### src/rtl/guess_input_capture.sv
// guess_input_capture: player input front-end for the Bulls & Cows board.
// Synchronizes the switches and confirm button, debounces the button, captures
// one 4-digit guess per press, validates it and offers it over valid/ready.
//
// state        | meaning
// -------------+-----------------------------------------------------------
// IDLE         | waiting for a press event; captures synced sw on press
// CHECK        | one cycle to validate the captured guess
// HOLD         | guess_valid high, guess frozen until the consumer accepts
// WAIT_RELEASE | transaction done; waits for btn_level=0 before re-arming
module guess_input_capture #(
    parameter int DEBOUNCE_CYCLES = 1000000,
    parameter int SYNC_STAGES     = 2,
    parameter bit CHECK_DECIMAL   = 1'b1
) (
    input  logic        clock,
    input  logic        reset,
    input  logic [15:0] sw,
    input  logic        btn,
    output logic [15:0] guess,
    output logic        guess_valid,
    input  logic        guess_ready,
    output logic        guess_error,
    output logic        btn_level
);

    localparam int CNT_W = $clog2(DEBOUNCE_CYCLES + 1);
    localparam logic [CNT_W-1:0] CNT_MAX = CNT_W'(DEBOUNCE_CYCLES);

    typedef enum logic [1:0] {
        IDLE         = 2'd0,
        CHECK        = 2'd1,
        HOLD         = 2'd2,
        WAIT_RELEASE = 2'd3
    } state_t;

    state_t state, state_nxt;

    logic [SYNC_STAGES-1:0]       btn_sync;
    logic [SYNC_STAGES-1:0][15:0] sw_sync;
    logic                         btn_s;
    logic [15:0]                  sw_s;
    logic [CNT_W-1:0]             db_cnt;
    logic                         btn_level_q;
    logic                         press;
    logic [3:0]                   d0, d1, d2, d3;
    logic                         guess_ok;
    logic                         capture;
    logic                         error_set;

    // Synchronizer chains for the raw button and all switch bits.
    always_ff @(posedge clock or posedge reset) begin
        if (reset) begin
            btn_sync <= '0;
            sw_sync  <= '0;
        end else begin
            btn_sync <= {btn_sync[SYNC_STAGES-2:0], btn};
            sw_sync  <= {sw_sync[SYNC_STAGES-2:0], sw};
        end
    end

    assign btn_s = btn_sync[SYNC_STAGES-1];
    assign sw_s  = sw_sync[SYNC_STAGES-1];

    // Debounce: the level flips on the sample after the count of consecutive
    // differing samples has reached DEBOUNCE_CYCLES; any agreeing sample clears it.
    always_ff @(posedge clock or posedge reset) begin
        if (reset) begin
            db_cnt    <= '0;
            btn_level <= 1'b0;
        end else if (btn_s == btn_level) begin
            db_cnt <= '0;
        end else if (db_cnt == CNT_MAX) begin
            db_cnt    <= '0;
            btn_level <= ~btn_level;
        end else begin
            db_cnt <= db_cnt + 1'b1;
        end
    end

    // Delayed debounced level for rising-edge (press) detection.
    always_ff @(posedge clock or posedge reset) begin
        if (reset) begin
            btn_level_q <= 1'b0;
        end else begin
            btn_level_q <= btn_level;
        end
    end

    assign press = btn_level & ~btn_level_q;

    assign d0 = guess[15:12];
    assign d1 = guess[11:8];
    assign d2 = guess[7:4];
    assign d3 = guess[3:0];

    // Guess validation: digits pairwise distinct, optionally decimal only.
    always_comb begin
        guess_ok = (d0 != d1) && (d0 != d2) && (d0 != d3) &&
                   (d1 != d2) && (d1 != d3) && (d2 != d3);
        if (CHECK_DECIMAL && ((d0 > 4'd9) || (d1 > 4'd9) || (d2 > 4'd9) || (d3 > 4'd9))) begin
            guess_ok = 1'b0;
        end
    end

    // FSM state register.
    always_ff @(posedge clock or posedge reset) begin
        if (reset) begin
            state <= IDLE;
        end else begin
            state <= state_nxt;
        end
    end

    // FSM next-state logic.
    always_comb begin
        state_nxt = state;
        case (state)
            IDLE: begin
                if (press) begin
                    state_nxt = CHECK;
                end
            end
            CHECK: begin
                state_nxt = guess_ok ? HOLD : WAIT_RELEASE;
            end
            HOLD: begin
                if (guess_ready) begin
                    state_nxt = WAIT_RELEASE;
                end
            end
            WAIT_RELEASE: begin
                if (!btn_level) begin
                    state_nxt = IDLE;
                end
            end
            default: state_nxt = IDLE;
        endcase
    end

    // FSM outputs: valid while holding, capture strobe, rejection strobe.
    always_comb begin
        guess_valid = (state == HOLD);
        capture     = (state == IDLE) && press;
        error_set   = (state == CHECK) && !guess_ok;
    end

    // Guess register: loaded only at the press event, frozen otherwise.
    always_ff @(posedge clock or posedge reset) begin
        if (reset) begin
            guess <= '0;
        end else if (capture) begin
            guess <= sw_s;
        end
    end

    // Rejection pulse registered so it lines up with where guess_valid would rise.
    always_ff @(posedge clock or posedge reset) begin
        if (reset) begin
            guess_error <= 1'b0;
        end else begin
            guess_error <= error_set;
        end
    end

endmodule

### config.mk
export PLATFORM = sky130hd
export DESIGN_NAME = guess_input_capture
export DESIGN_NICKNAME = d
export VERILOG_FILES = /design/src/rtl/guess_input_capture.sv
export SDC_FILE = /design/constraint.sdc
export NUM_CORES = 1
export LEC_CHECK = 0
export CORE_MARGIN = 5
export CORE_UTILIZATION = 35
export CTS_CLUSTER_DIAMETER = 80
export DETAILED_ROUTE_END_ITERATION = 8
export PLACE_DENSITY_LB_ADDON = 0.1
export SLEW_MARGIN = 20
export SYNTH_ARGS = -nofsm -noshare
export SYNTH_HDL_FRONTEND = slang
export SYNTH_SLANG_ARGS = --single-unit
### constraint.sdc
create_clock -name clock -period 3.3 [get_ports clock]
set_clock_uncertainty 0.1 [all_clocks]
set_input_delay 0.66 -clock clock [delete_from_list [all_inputs] [get_ports clock]]
set_output_delay 0.66 -clock clock [all_outputs]
set_load 0.005 [all_outputs]
# == Word level (Yosys, flattened, before mapping) ==
# Cells that the tools add are included.
# totals
input_bits,20
reg_bits,75
wordCells,54
output_inout_bits,19
# op_classes
n_mux,8
bitwise,4
n_eq_ne,14
magnitude_cmp,4
addsub,1
reduce_logical,14
# op_table
operator,n
2-to-1 mux 20 bit,2
inequality test 4 bit,6
"adder 20 x 1 -> 20 bit, second input constant",1
"equality test 20 bit, second input constant",1
"> comparator 4 bit, second input constant",4
one-hot mux 2 bit (4 select lines),1
logical AND 1 bit,7
2-to-1 mux 2 bit,3
"equality test 2 bit, second input constant",2
"inequality test 2 bit, second input constant",2
logical OR 1 bit,3
NOT 1 bit,3
AND reduction 3 bit,1
"equality test 2 x 1 -> 1 bit, second input constant",1
zero test 2 bit,1
2-to-1 mux 1 bit,2
"inequality test 2 x 1 -> 1 bit, second input constant",1
AND reduction 2 bit,1
bitwise AND 1 bit,1
equality test 1 bit,1
zero test 1 bit,1

# == Logic depth before layout (Yosys ltp) ==
# logic_depth
depth_word,9
mapped_depth,7
ltp_nobuf,6

# == Least setup slack after synthesis ==
# OpenSTA, ideal clock, no wires.
# synth_timing
path_type,reg-to-reg
startpoint,register state[0]
endpoint,register state[0]
arrival_ns,1.618
n_path_buf,0
t_required_ns,3.064
setup_time_ns,0.136
slack_ns,1.446
synth_period_minus_slack_ns,1.854
stages_incl_launch_ff,7
path_cell_list,dfrtp_1 -> inv_1 -> ha_1 -> nor2b_1 -> or4_1 -> nor4_1 -> a21oi_1
# synth_between
elab_chain_cells,3
elab_cells_between_ends,9
cone_classes,6 x eq/ne; 1 x mux; 2 x reduce/logical
# synth_rtl
element,line_no,text
start: declaration,37,"state_t state, state_nxt;"
start signal: assignment,111,state <= state_nxt;
equality test 2 bit *,n/a,
named net guess_valid,21,"output logic guess_valid,"
inequality test 2 x 1 -> 1 bit (no line),n/a,
AND reduction 3 bit (no line),n/a,
# Mark *: on every way through the listed nets, which the timed path passes. The rest lies on a longest branch.
# A chain may end at the register's enable or synchronous reset.

# == Final worst setup path ==
# layout_timing
startpoint,register state[0]
endpoint,output guess_valid
# layout_between
elab_chain_cells,1
# layout_rtl
element,line_no,text
equality test 2 bit,143,guess_valid = (state == HOLD);
end: declaration,21,
# No other way between the ends.

==> run summary <==
Post-Syn Instances - 240
Max-Cap Viols - 0
CTS Root Cell - clkbuf_8
EDFF count, synth - 0
Routed Antenna Nets - 0
Ant diodes - 0
Worst reg2reg startpoint - state[0]$_DFFE_PP0P_
Busiest metal layer after global routing - met2
Drt first-iter violations - 96
Fin Setup TNS - 0 ns
Post-synth net total - 266
Worst-margin pin slew - 0.8871 ns
Slew margin rel. - 0.4068
Initial antenna violation count - 0
CTS Hold Bufs - 0
Reg-to-reg endpoint - guess[5]$_DFFE_PP0P_
Ys flop type - dfrtp_1
Pwr Density - 453.0 nW/um2
Post_cts resized - 0
M3 GR Usage - 0.04104
# Post-CTS Setup Buffers - 0
Post-synthesis cell area - 3070 um2
# setup viols final - 0
Largest net degree at the start of global routing - 52
DR WL/cell - 14.69 um
Startpoint Class - flip-flop
Residual DRC - 0
Min cycle time layout - 2.323 ns
GRT Total Usage - 0.1165
Gr ovfl total - 0
Routability cong. - 0.7905
Max VDD drop - 0.2002 mV
Die Span Y - 103.7 um
CTS tree - built
Final hold violations - 0
Synth unique cells - 36
Crit path from - state[0]$_DFFE_PP0P_
CP Class - flip-flop to output pin
Leak pwr - 0.001767 uW
Vias in the first global route - 1,885
Rows - 34
Htree depth - 3
Post-Syn Area per Cell - 12.79 um2
Initial Utilization - 0.3555
WHS - 0.2477 ns
Unrepaired setup endpoints after global routing - no
Post-synthesis register bit count - 75
CP peak stage delay - 0.51 ns
WP data arrival - 1.56 ns
Core Area - 8636 um2
Vias/cell - 4.790
Layout cells sized above 1 - 0.1404
Slew Limit Fails - 0
Worst skew pair latency - 0.35 ns
Port buffer count - 38
Crit path max-delay cell type - clkdlybuf4s50_1
Die width - 103.7 um
Met2 usage - 0.1671
Hold/Removal Path Class - flip-flop to flip-flop
Clock Path Buffers - 2
Critical path cell sequence - inv_1, ha_1, clkdlybuf4s50_1
Final wirelength - 5.876 mm
Max Fanout on Critical Path - 4
Outcome - complete, no violations
WP data required - 2.54 ns
R2R Setup Slk - 1.17 ns
Tcrit/Tclk final - 0.7039
Global-route wire length before repair - 10.13 mm
Via count - 1,916
Reg2reg path depth - 4
Max Fclk - 430.5 MHz
Fin nets - 313
Fill cell count - 803
Sequential share of the synthesized area - 0.6112
CP endpoint kind - output pin
Layout Area Growth over Synthesis - 23.51%
Yosys Warn Count - 0
Clock Pin Slew Worst Setup and Hold Paths - 0.09 ns
Met1 global-route usage - 0.1651
TritonCTS Buffers - 9
Crit path to - guess_valid
Number of detailed-route iterations in the first pass - 4
Asr flop ratio synth - 1.000
Dpl hpwl - 4.020 mm
Die area - 10,750 um2
# IOs - 39
CTS sink count - 75
-- registers in the layout (all words and copies together) (netlist names) --
name / flops
sw_s: 16
state: 2
guess: 16
db_cnt: 20
btn_sync: 2
sw_sync: 16
guess_error: 1
btn_level: 1
btn_level_q: 1
-- logic make-up (layout without fill, tap and decap cells) --
group           after synthesis  in the layout  synth area share
xor+xnor                     38             38            0.1084
mux                          17             17           0.06235
flops                        75             75            0.6112
compound gates               21             21           0.04075
fa+ha+maj                     6              6           0.02445
buf+inv                      11             63           0.01589
simple gates                 72             72            0.1369
-- power breakdown --
part,switching (uW),internal (uW)
combinational,29.1,27.2
sequential,9.78,942
clock,407,303
total,446,1270
-- stage by stage --
stage	instance area [um2]	total power [uW]	cells	utilization	worst slack (ns)
finish	3792	1718	400	0.4391	0.9771
detailed placement	3591	1029	384	0.4158	0.9663
CTS	3792	1750	400	0.4391	0.9595
global route	3792	1791	400	0.4391	0.9003
global placement	3591	1028	384	0.4158	1.004
floorplan	3070	991.2	240	-	0.6300
-- worst max-delay path: cells and delay by family (launching register included) --
family / cells / cell delay [ns]
buf+inv: 2 / 0.62
fa+ha+maj: 1 / 0.18
flops: 1 / 0.42
-- layout by cell type, fill, tap and decap left out, drive strengths merged --
cell           instances
a211oi                 1
o31ai                  4
a2111oi                1
nand2b                 1
nor4                  10
clkinvlp               1
xor2                  32
o22ai                  1
nand3                  6
dfrtp                 75
and4                   3
clkdlybuf4s50         38
a21oi                  6
nand4                  7
or2                    1
xnor2                  6
nand2                  8
inv                   12
ha                     6
nor2b                  1
or3                    1
nor4b                  3
clkbuf                 9
a21boi                 1
clkinv                 1
nand3b                 2
buf                    2
o21ai                  7
nor2                  17
and2                   2
and4bb                 1
mux2                  17
nor3                   4
or4                    5
-- routing by layer --
metal  part of all wire  routed length, um
met1               0.50               2911
met4              0.012                 71
met2               0.46               2674
met3              0.037                219
met5                  0                  0
-- worst min path at each step --
stage / depth (start not counted) / from / endpoint
4_1_cts: 0 / sw_sync[9]$_DFF_PP0_ / sw_s[9]$_DFF_PP0_
3_3_place_gp: 0 / sw_sync[0]$_DFF_PP0_ / sw_s[0]$_DFF_PP0_
6_report: 0 / sw_sync[9]$_DFF_PP0_ / sw_s[9]$_DFF_PP0_
2_1_floorplan: 0 / btn_sync[0]$_DFF_PP0_ / btn_sync[1]$_DFF_PP0_
3_5_place_dp: 0 / sw_sync[11]$_DFF_PP0_ / sw_s[11]$_DFF_PP0_
5_1_grt: 0 / sw_sync[9]$_DFF_PP0_ / sw_s[9]$_DFF_PP0_
-- cell usage after synthesis, types with 2 or more instances --
cell      instances  area, um2
dfrtp_1          75       1877
or4_1             5      37.54
nand4_1           6      37.54
clkbuf_1          3      11.26
o21ai_0           6      30.03
nor4b_1           3      26.28
inv_1             7      26.28
nor3_1            4      20.02
nor2_1           17      63.81
xor2_1           32      280.3
mux2_2           17      191.4
ha_1              6      75.07
o31ai_1           4      30.03
and2_1            2      12.51
a21oi_1           6      30.03
nand2_1           8      30.03
xnor2_1           6      52.55
nand3_1           5      25.02
nor4_1           10      62.56
nand3b_1          2      15.01
-- cell type report --
cell class / count / area (um2) / area share
repair buffers: 40 / 407.9 / 0.1076
clock inverters: 7 / 77.57 / 0.02046
clock buffers: 9 / 123.9 / 0.03266
multi-input cells: 154 / 1145 / 0.3019
flip-flops and latches: 75 / 1877 / 0.4949
well taps: 108 / 135.1 / 0.03563
inverters: 7 / 26.28 / 0.006928
(Power assumes the default switching activity.)
